## src/rtl/sched_cmd_arbiter.sv

```systemverilog
// rtl/sched_cmd_arbiter.sv - multi-bank DRAM command arbiter with inter-bank timing
//
// Picks at most one command per cycle from NUM_BANKS per-bank schedulers and
// registers it onto a single command bus.
// Ports:
//   clk, rst                      clock, synchronous active-high reset
//   act/rd/wr/pre/ref_req         per-bank request vectors
//   ra, ca, id, len               per-bank fields, bank b at [b*W +: W]
//   act/rd/wr/pre/ref_gnt         per-bank combinational grants (one-hot overall)
//   t_rrd/t_ccd/t_wtr/t_rtw_m1    timing minus one, sampled at grant
//   cmd_valid, cmd, cmd_ba,
//   cmd_ra/ca/id/len              registered issued command
module sched_cmd_arbiter #(
  parameter int NUM_BANKS = 4,
  parameter int BA_WIDTH  = 2,
  parameter int RA_WIDTH  = 16,
  parameter int CA_WIDTH  = 10,
  parameter int ID_WIDTH  = 4,
  parameter int LEN_WIDTH = 4,
  parameter int T_WIDTH   = 4
) (
  input  logic                           clk,
  input  logic                           rst,
  input  logic [NUM_BANKS-1:0]           act_req,
  input  logic [NUM_BANKS-1:0]           rd_req,
  input  logic [NUM_BANKS-1:0]           wr_req,
  input  logic [NUM_BANKS-1:0]           pre_req,
  input  logic [NUM_BANKS-1:0]           ref_req,
  input  logic [NUM_BANKS*RA_WIDTH-1:0]  ra,
  input  logic [NUM_BANKS*CA_WIDTH-1:0]  ca,
  input  logic [NUM_BANKS*ID_WIDTH-1:0]  id,
  input  logic [NUM_BANKS*LEN_WIDTH-1:0] len,
  output logic [NUM_BANKS-1:0]           act_gnt,
  output logic [NUM_BANKS-1:0]           rd_gnt,
  output logic [NUM_BANKS-1:0]           wr_gnt,
  output logic [NUM_BANKS-1:0]           pre_gnt,
  output logic [NUM_BANKS-1:0]           ref_gnt,
  input  logic [T_WIDTH-1:0]             t_rrd_m1,
  input  logic [T_WIDTH-1:0]             t_ccd_m1,
  input  logic [T_WIDTH-1:0]             t_wtr_m1,
  input  logic [T_WIDTH-1:0]             t_rtw_m1,
  output logic                           cmd_valid,
  output logic [2:0]                     cmd,
  output logic [BA_WIDTH-1:0]            cmd_ba,
  output logic [RA_WIDTH-1:0]            cmd_ra,
  output logic [CA_WIDTH-1:0]            cmd_ca,
  output logic [ID_WIDTH-1:0]            cmd_id,
  output logic [LEN_WIDTH-1:0]           cmd_len
);

  localparam logic [2:0] CMD_NOP = 3'd0;
  localparam logic [2:0] CMD_ACT = 3'd1;
  localparam logic [2:0] CMD_RD  = 3'd2;
  localparam logic [2:0] CMD_WR  = 3'd3;
  localparam logic [2:0] CMD_PRE = 3'd4;
  localparam logic [2:0] CMD_REF = 3'd5;

  logic [T_WIDTH-1:0]   rrd_q, rrd_d, ccd_q, ccd_d, wtr_q, wtr_d, rtw_q, rtw_d;
  logic [BA_WIDTH-1:0]  last_ba_q, last_ba_d;
  logic                 cmd_valid_q, cmd_valid_d;
  logic [2:0]           cmd_q, cmd_d;
  logic [BA_WIDTH-1:0]  cmd_ba_q, cmd_ba_d;
  logic [RA_WIDTH-1:0]  cmd_ra_q, cmd_ra_d;
  logic [CA_WIDTH-1:0]  cmd_ca_q, cmd_ca_d;
  logic [ID_WIDTH-1:0]  cmd_id_q, cmd_id_d;
  logic [LEN_WIDTH-1:0] cmd_len_q, cmd_len_d;

  logic                 act_ok, rd_ok, wr_ok;
  logic [NUM_BANKS-1:0] col_m, cls_m;
  logic [2:0]           cls_cmd, sel_cmd;
  logic [BA_WIDTH-1:0]  sel_ba, idx;
  logic                 found, gnt_any;

  function automatic logic [T_WIDTH-1:0] dec_sat(input logic [T_WIDTH-1:0] c);
    return (c == '0) ? c : c - T_WIDTH'(1);
  endfunction

  // Eligibility and class selection depend only on registered counters,
  // so timing inputs never reach the grants combinationally.
  always_comb begin
    act_ok  = (rrd_q == '0);
    rd_ok   = (ccd_q == '0) && (wtr_q == '0);
    wr_ok   = (ccd_q == '0) && (rtw_q == '0);
    col_m   = (rd_req & {NUM_BANKS{rd_ok}}) | (wr_req & {NUM_BANKS{wr_ok}});
    cls_m   = '0;
    cls_cmd = CMD_NOP;
    if (|ref_req) begin
      cls_m = ref_req; cls_cmd = CMD_REF;
    end else if (|col_m) begin
      cls_m = col_m;   cls_cmd = CMD_RD;
    end else if (|pre_req) begin
      cls_m = pre_req; cls_cmd = CMD_PRE;
    end else if (|(act_req & {NUM_BANKS{act_ok}})) begin
      cls_m = act_req; cls_cmd = CMD_ACT;
    end

    // Round-robin search from last_ba+1; the final step wraps back to last_ba.
    found  = 1'b0;
    sel_ba = '0;
    idx    = '0;
    for (int i = 1; i <= NUM_BANKS; i++) begin
      idx = last_ba_q + BA_WIDTH'(i);
      if (!found && cls_m[idx]) begin
        found  = 1'b1;
        sel_ba = idx;
      end
    end

    sel_cmd = cls_cmd;
    if (cls_cmd == CMD_RD)
      sel_cmd = (rd_req[sel_ba] && rd_ok) ? CMD_RD : CMD_WR;

    gnt_any = found && !rst;

    act_gnt = '0;
    rd_gnt  = '0;
    wr_gnt  = '0;
    pre_gnt = '0;
    ref_gnt = '0;
    if (gnt_any) begin
      case (sel_cmd)
        CMD_ACT: act_gnt[sel_ba] = 1'b1;
        CMD_RD:  rd_gnt[sel_ba]  = 1'b1;
        CMD_WR:  wr_gnt[sel_ba]  = 1'b1;
        CMD_PRE: pre_gnt[sel_ba] = 1'b1;
        CMD_REF: ref_gnt[sel_ba] = 1'b1;
        default: ;
      endcase
    end
  end

  always_comb begin
    rrd_d = dec_sat(rrd_q);
    ccd_d = dec_sat(ccd_q);
    wtr_d = dec_sat(wtr_q);
    rtw_d = dec_sat(rtw_q);
    if (gnt_any) begin
      case (sel_cmd)
        CMD_ACT: rrd_d = t_rrd_m1;
        CMD_RD:  begin ccd_d = t_ccd_m1; rtw_d = t_rtw_m1; end
        CMD_WR:  begin ccd_d = t_ccd_m1; wtr_d = t_wtr_m1; end
        default: ;
      endcase
    end
    last_ba_d   = gnt_any ? sel_ba : last_ba_q;
    cmd_valid_d = gnt_any;
    cmd_d       = gnt_any ? sel_cmd : CMD_NOP;
    // Fields hold their last value on idle cycles.
    cmd_ba_d    = gnt_any ? sel_ba : cmd_ba_q;
    cmd_ra_d    = gnt_any ? ra[sel_ba*RA_WIDTH +: RA_WIDTH]    : cmd_ra_q;
    cmd_ca_d    = gnt_any ? ca[sel_ba*CA_WIDTH +: CA_WIDTH]    : cmd_ca_q;
    cmd_id_d    = gnt_any ? id[sel_ba*ID_WIDTH +: ID_WIDTH]    : cmd_id_q;
    cmd_len_d   = gnt_any ? len[sel_ba*LEN_WIDTH +: LEN_WIDTH] : cmd_len_q;
  end

  always_ff @(posedge clk) begin
    if (rst) begin
      rrd_q       <= '0;
      ccd_q       <= '0;
      wtr_q       <= '0;
      rtw_q       <= '0;
      last_ba_q   <= BA_WIDTH'(NUM_BANKS - 1);
      cmd_valid_q <= 1'b0;
      cmd_q       <= CMD_NOP;
      cmd_ba_q    <= '0;
      cmd_ra_q    <= '0;
      cmd_ca_q    <= '0;
      cmd_id_q    <= '0;
      cmd_len_q   <= '0;
    end else begin
      rrd_q       <= rrd_d;
      ccd_q       <= ccd_d;
      wtr_q       <= wtr_d;
      rtw_q       <= rtw_d;
      last_ba_q   <= last_ba_d;
      cmd_valid_q <= cmd_valid_d;
      cmd_q       <= cmd_d;
      cmd_ba_q    <= cmd_ba_d;
      cmd_ra_q    <= cmd_ra_d;
      cmd_ca_q    <= cmd_ca_d;
      cmd_id_q    <= cmd_id_d;
      cmd_len_q   <= cmd_len_d;
    end
  end

  assign cmd_valid = cmd_valid_q;
  assign cmd       = cmd_q;
  assign cmd_ba    = cmd_ba_q;
  assign cmd_ra    = cmd_ra_q;
  assign cmd_ca    = cmd_ca_q;
  assign cmd_id    = cmd_id_q;
  assign cmd_len   = cmd_len_q;

endmodule

```

## config.mk

```make
export PLATFORM = sky130hd
export DESIGN_NAME = sched_cmd_arbiter
export DESIGN_NICKNAME = d
export VERILOG_FILES = /design/src/rtl/sched_cmd_arbiter.sv
export SDC_FILE = /design/constraint.sdc
export NUM_CORES = 1
export LEC_CHECK = 0
export ABC_AREA = 1
export CORE_MARGIN = 4
export CORE_UTILIZATION = 41
export CTS_BUF_LIST = sky130_fd_sc_hd__clkbuf_8 sky130_fd_sc_hd__clkbuf_16
export CTS_CLUSTER_SIZE = 20
export DETAILED_ROUTE_END_ITERATION = 16
export PLACE_DENSITY = 0.87
export SYNTH_ARGS = -nofsm -noshare
export SYNTH_HDL_FRONTEND = slang
export SYNTH_SLANG_ARGS = --single-unit
```

## constraint.sdc

```tcl
create_clock -name clk -period 4.2 [get_ports clk]
set_input_delay 0.42 -clock clk [delete_from_list [all_inputs] [get_ports clk]]
set_output_delay 0.42 -clock clk [all_outputs]
set_load 0.02 [all_outputs]
```

# Word level (Yosys, flattened, before mapping)
# Cells that the tools add are included.
# W data, S select, Z words.
[totals] reg_bits=58 output_inout_bits=60
[classes] add_sub_neg=7 multipliers=1 magnitude_cmp=6 eq_ne=6 n_shift=4 muxes=52 n_bitwise=5 n_reduce_logical=22
[op_table] operator="$mux W4" n=26
[op_table] operator="$shiftx A64 B7 Y16" n=1
[op_table] operator="$shiftx A40 B7 Y10" n=1
[op_table] operator="$shiftx A16 B5 Y4" n=2
[op_table] operator="$logic_not A4 Y1" n=4
[op_table] operator="$reduce_or A4 Y1" n=4
[op_table] operator="$sub A4 B1 Y4 const B" n=4
[op_table] operator="$lt A2 B3 Y1 const B" n=5
[op_table] operator="$and A4 B4 Y4" n=3
[op_table] operator="$mux W1" n=12
[op_table] operator="$mux W3" n=4
[op_table] operator="$bmux W1 S2" n=5
[op_table] operator="$eq A3 B2 Y1 const B" n=3
[op_table] operator="$logic_and A1 B1 Y1" n=8
[op_table] operator="$mux W2" n=4
[op_table] operator="$eq A3 B3 Y1 const B" n=2
[op_table] operator="$mul A2 B3 Y5 const B" n=1
[op_table] operator="$add A2 B2 Y2 const B" n=2
[op_table] operator="$logic_not A1 Y1" n=4
[op_table] operator="$or A4 B4 Y4" n=1
[op_table] operator="$reduce_or A2 Y1" n=2
[op_table] operator="$eq A3 B1 Y1 const B" n=1
[op_table] operator="$add A2 B1 Y2 const B" n=1
[op_table] operator="$demux W1 S2" n=1
[op_table] operator="2 further kinds" n=2

# Depth between registers and ports, before layout
[depth] ltp_word=28 depth_mapped=25 depth_no_buf=24

# Worst setup path before layout
# Ideal clock, no wire load.
[synth_path] path_kind="flip-flop to output port" startpoint="register ccd_q[0]" endpoint="output port rd_gnt[0]" arrival_time_ps=2705 t_required_ps=3780 path_slack_ps=1075 path_stages_with_launch=20 n_path_buf=1 path_cell_list="dfxtp_1 inv_1 ha_1 nand3_4 nor2_4 nand2_1 nand2_1 nor2_4 nand4_1 nand3_1 nand3_2 nand2_2 nor2_4 nand3_2 nand3_4 inv_2 nor2_4 buf_2 inv_1 nor2_1"
[synth_via] elab_chain_cells=27 elab_cells_between_ends=48
[synth_rtl] item="start: declaration" line_no="58" source="logic [T_WIDTH-1:0] rrd_q, rrd_d, ccd_q, ccd_d, wtr_q, wtr_d, rtw_q, rtw_d;"
[synth_rtl] item="start signal: assignment" line_no="159" source="ccd_q <= '0;"
[synth_rtl] item="start signal: assignment" line_no="172" source="ccd_q <= ccd_d;"
[synth_rtl] item="$logic_not A4 Y1 *" line_no="82, 83"
[synth_rtl] item="$logic_and A1 B1 Y1 (on tied branches)" line_no="82, 83"
[synth_rtl] item="$and A4 B4 Y4" line_no="84" source="col_m = (rd_req & {NUM_BANKS{rd_ok}}) | (wr_req & {NUM_BANKS{wr_ok}});"
[synth_rtl] item="$or A4 B4 Y4" line_no="84"
[synth_rtl] item="$reduce_or A4 Y1" line_no="89" source="end else if (|col_m) begin"
[synth_rtl] item="$mux W4" line_no="89"
[synth_rtl] item="$mux W4" line_no="87" source="if (|ref_req) begin"
[synth_rtl] item="$bmux W1 S2" line_no="103" source="if (!found && cls_m[idx]) begin"
[synth_rtl] item="[11 not listed]"
[synth_rtl] item="$bmux W1 S2" line_no="111" source="sel_cmd = (rd_req[sel_ba] && rd_ok) ? CMD_RD : CMD_WR;"
[synth_rtl] item="$mux W1 (implied by the code)" line_no="111"
[synth_rtl] item="$logic_and A1 B1 Y1" line_no="111"
[synth_rtl] item="$mux W1" line_no="111"
[synth_rtl] item="$mux W3" line_no="110" source="if (cls_cmd == CMD_RD)"
[synth_rtl] item="$eq A3 B2 Y1" line_no="121" source="case (sel_cmd)"
[synth_rtl] item="$mux W4" line_no="121"
[synth_rtl] item="$mux W4 *" line_no="120" source="if (gnt_any) begin"
[synth_rtl] item="end: declaration" line_no="34" source="output logic [NUM_BANKS-1:0] rd_gnt,"
# Mark *: on every way between the ends. The rest lies on a longest branch, timed or not. The select of a mux whose other input is x is not followed.

# Worst setup path in the final report
[layout_path] startpoint="register wtr_q[0]" endpoint="output port wr_gnt[3]"
[layout_via] elab_chain_cells=27 elab_cells_between_ends=46
[layout_rtl] item="start: declaration" line_no="58"
[layout_rtl] item="start signal: assignment" line_no="173" source="wtr_q <= wtr_d;"
[layout_rtl] item="$logic_not A4 Y1 *" line_no="82" source="rd_ok = (ccd_q == '0) && (wtr_q == '0);"
[layout_rtl] item="$logic_and A1 B1 Y1 *" line_no="82"
[layout_rtl] item="$and A4 B4 Y4" line_no="84"
[layout_rtl] item="$or A4 B4 Y4" line_no="84"
[layout_rtl] item="$reduce_or A4 Y1" line_no="89"
[layout_rtl] item="$mux W4" line_no="89"
[layout_rtl] item="$mux W4" line_no="87"
[layout_rtl] item="$bmux W1 S2" line_no="103"
[layout_rtl] item="[11 not listed]"
[layout_rtl] item="$bmux W1 S2" line_no="111"
[layout_rtl] item="$mux W1 (implied by the code)" line_no="111"
[layout_rtl] item="$logic_and A1 B1 Y1" line_no="111"
[layout_rtl] item="$mux W1" line_no="111"
[layout_rtl] item="$mux W3" line_no="110"
[layout_rtl] item="$eq A3 B2 Y1" line_no="121"
[layout_rtl] item="$mux W4" line_no="121"
[layout_rtl] item="$mux W4 *" line_no="120"
[layout_rtl] item="end: declaration" line_no="35" source="output logic [NUM_BANKS-1:0] wr_gnt,"
# Marks and branches as above.

==> metrics.csv <==
stage;metric;value;unit
sta;Final Hold Vio Count;0;
routing;detailed-route DRC error count;0;
final_layout;footprint of the multi-input gates;2465;sq um
clock_network;CTS tree;done;
synth;Netlist cell types;35;
synth;Avg Cell Area, Syn;5.993;sq um
sta;Rel. slew slack;0.5946;
run;Max Cap Viol;0;
final_layout;Register Area;1161;sq um
synth;Ys Warns;0;
hold_path;hold path startpoint;cmd_ra[3];
critical_path;Worst R2R Start;wtr_q[0];
sta;Slew Viols, Final;0;
clock_network;Hold Buf Count CTS;0;
critical_path;crit path max-delay cell type;dfxtp_1;
die;Ports;234;
placed_design;# port buffers;233;
synth;top-area cell type share of the netlist area;0.3026;
sta;Final Setup Violations;0;
power;LEAKAGE;3.163;nW
final_layout;Design Area, Final;6566;sq um
global_route;GR Util All Layers;0.2659;
clock_network;Worst-path clk slew;0.07;ns
clock_network;worst skew pair latency;0.33;ns
routing;WL/cell;15.17;microns
critical_path;flop-to-flop setup slack;0.79;ns
sta;RSZ-0062 raised after global routing;no;
critical_path;crit end category;primary output;
critical_path;Max FO, Critical Path;12;
critical_path;R2R cell count;21;
synth;ranking of synthesized cells by area;nand2_1, dfxtp_1, nand4_1;
synth;most used flip-flop cell after synthesis;dfxtp_1;
global_route;antenna violations before repair;0;
critical_path;slowest stage delay, CP;0.32;ns
critical_path;R2R Path End;cmd_ra[9];
sta;clk_skew;0.01270;ns
synth;async set or reset register ratio after synthesis;0;
routing;initial DRC count;392;
final_layout;most frequent cells in the layout;nand2_1, clkdlybuf4s50_1, dfxtp_1, nor2_1;
sta;setup TNS;0;ns
critical_path;most used cell, CP;nand2_1;
synth;sequential area share after synthesis;0.2972;
placed_design;Placed Area;6360;sq um
critical_path;Buf/Inv on CP;2;
sta;period utilisation layout;0.9209;
global_route;largest net degree at the start of global routing;38;
clock_network;CTS max path bufs;2;
sta;worst-margin pin slew;0.6072;ns
routing;Pre-Repair DR Iteration Count;7;
die;core area;9240;sq um
routing;via count;5213;
sta;f_max;0.2586;GHz
sta;min Tclk post-route;3.868;ns
global_route;vias in the first global route;5107;
critical_path;CP delay by family, top;simple AND/OR/NAND/NOR gates;
synth;Synth area leader;nand2_1;
routing;Post-DRT Antenna Nets;0;
die;Die Ht;105.6;microns
status;outcome;completed;
critical_path;arrival time worst endpoint;3.45;ns
power;Cell Pwr Density;777.3;nW/um^2
clock_network;CTS H-Tree Depth;3;
hold_path;Hold Crit Endpoint;cmd_ra[3];
die;die width;105.6;microns
critical_path;Setup crit start kind;register;
clock_network;CTS Buf Count;9;
critical_path;Worst EP required;3.78;ns
die;Die ar.;11160;sq um
critical_path;critical path class;reg2out;
routing;Routed WL;15.42;mm
final_layout;ANT cells;0;
synth;Post-Syn Instances;652;
die;Initial Util;0.4229;
synth;FF+latch count, synth;58;
global_route;grt ovf;0;
routing;vias per cell;5.131;
clock_network;CTS Sinks;58;
final_layout;fill cell total of the finished layout;766;
clock_network;root buffer cell;clkbuf_8;
hold_path;hold path cells;2;
placed_design;post-DP HPWL;12.07;mm
die;# rows;35;
power;VDD IR-drop max;0.5422;mV
global_route;first-pass GRT wire length;24.11;mm
final_layout;fin nets;1064;
placed_design;GP Congestion;0.9889;
synth;EDFF count, synth;0;
critical_path;Critical Path, Cell by Cell;inv_1 > ha_1 > nand3_2 > nor2_4 > nand2_1 > nand2_1 > nor2_4 > nand4_1 > nand3_1 > nand2_1 > nand2_1 > nand2_1 > nand2_1 > nand2_1 > nand2_1 > nand2_1 > nand2_1 > o21ai_4 > nand2_1 > nand3_2 > nand2_2 > nor2_1 > dlymetal6s2s_1;
hold_path;Hold Path Class;reg2reg;
synth;Net Count, Synth;834;
synth;mapped cell area;3907;sq um
final_layout;area grow syn2layout;68.04;%
final_layout;share of layout cells above drive strength 1;0.08005;
final_layout;most common cell after layout, fill and taps aside;nand2_1;
area by class of cell:
class | count | share of cell area
clock inverter | 7 | 0.009337
inverter | 49 | 0.02801
clock buffer | 9 | 0.01886
sequential | 58 | 0.1768
tap | 129 | 0.02458
multi-input combinational | 522 | 0.3754
timing repair buffer | 242 | 0.3670
logic make-up (layout without fill, tap and decap cells):
group           Yosys count  in the layout  synth area share
xor+xnor                  5              5           0.01121
buf+inv                  72            307           0.07685
flops                    58             58            0.2971
compound gates           36             36           0.05284
fa+ha+maj                 8              8           0.02562
simple gates            473            473            0.5363
worst max path at each step:
stage / from / to / cells after the start
floorplan: ccd_q[0] / rd_gnt[0] / 19
global placement: ref_req[1] / rd_gnt[1] / 20
detailed placement: pre_req[2] / wr_gnt[0] / 17
CTS: wtr_q[0] / wr_gnt[3] / 19
global route: wtr_q[0] / rd_gnt[0] / 21
finish: wtr_q[0] / wr_gnt[3] / 23
per-stage QoR:
stage	utilization	std cells	hold slack (ns)	worst slack, ns	total power, mW
finish	0.7106	1016	0.4498	0.3324	5.104
global route	0.7106	1016	0.4706	0.01891	5.581
CTS	0.7074	1015	0.4524	0.004516	5.085
detailed placement	0.6883	999	0.4380	0.1348	4.569
global placement	0.6883	999	0.4353	0.3315	4.435
floorplan	-	652	0.4589	1.075	3.421
timing repair:
item | in CTS | in global routing
resized for setup | 7 | 30
setup buffers | 0 | 1
pin swaps | 1 | 1
setup endpoints to repair | 8 | 20
state kept, by name (all words and copies together), names as in the netlist:
register	flops
wtr_q	4
cmd	3
cmd_len	4
last_ba_q	2
cmd_ba	2
cmd_ra	16
cmd_valid	1
rtw_q	4
ccd_q	4
cmd_ca	10
rrd_q	4
cmd_id	4
worst min-delay path, cell delays in order (launching register included):
cell and delay, ns:
dfxtp_1 0.31, nand2_1 0.06, nand2_1 0.04
cells in the mapped netlist (4+ instances only):
cell type	instances
a21oi_1	10
buf_2	12
clkbuf_1	6
dfxtp_1	58
ha_1	8
inv_1	40
inv_2	9
nand2_1	315
nand2_2	5
nand3_1	28
nand3_2	4
nand4_1	41
nor2_1	56
nor2_4	9
nor3_1	5
o21ai_0	19
xor2_1	4
report_power, final:
part	internal (mW)	switching [mW]	total, mW
Combinational	1.34	2.36	3.70
Sequential	0.776	0.133	0.910
Clock	0.267	0.228	0.495
metal layers:
layer	track usage	part of all wire	wire, microns
met1	0.2899	0.37	5689
met4	0.09713	0.027	416
met5	0	0	0
met2	0.4895	0.52	7945
met3	0.07226	0.089	1365
No activity file was read; power rests on OpenSTA's default activity.
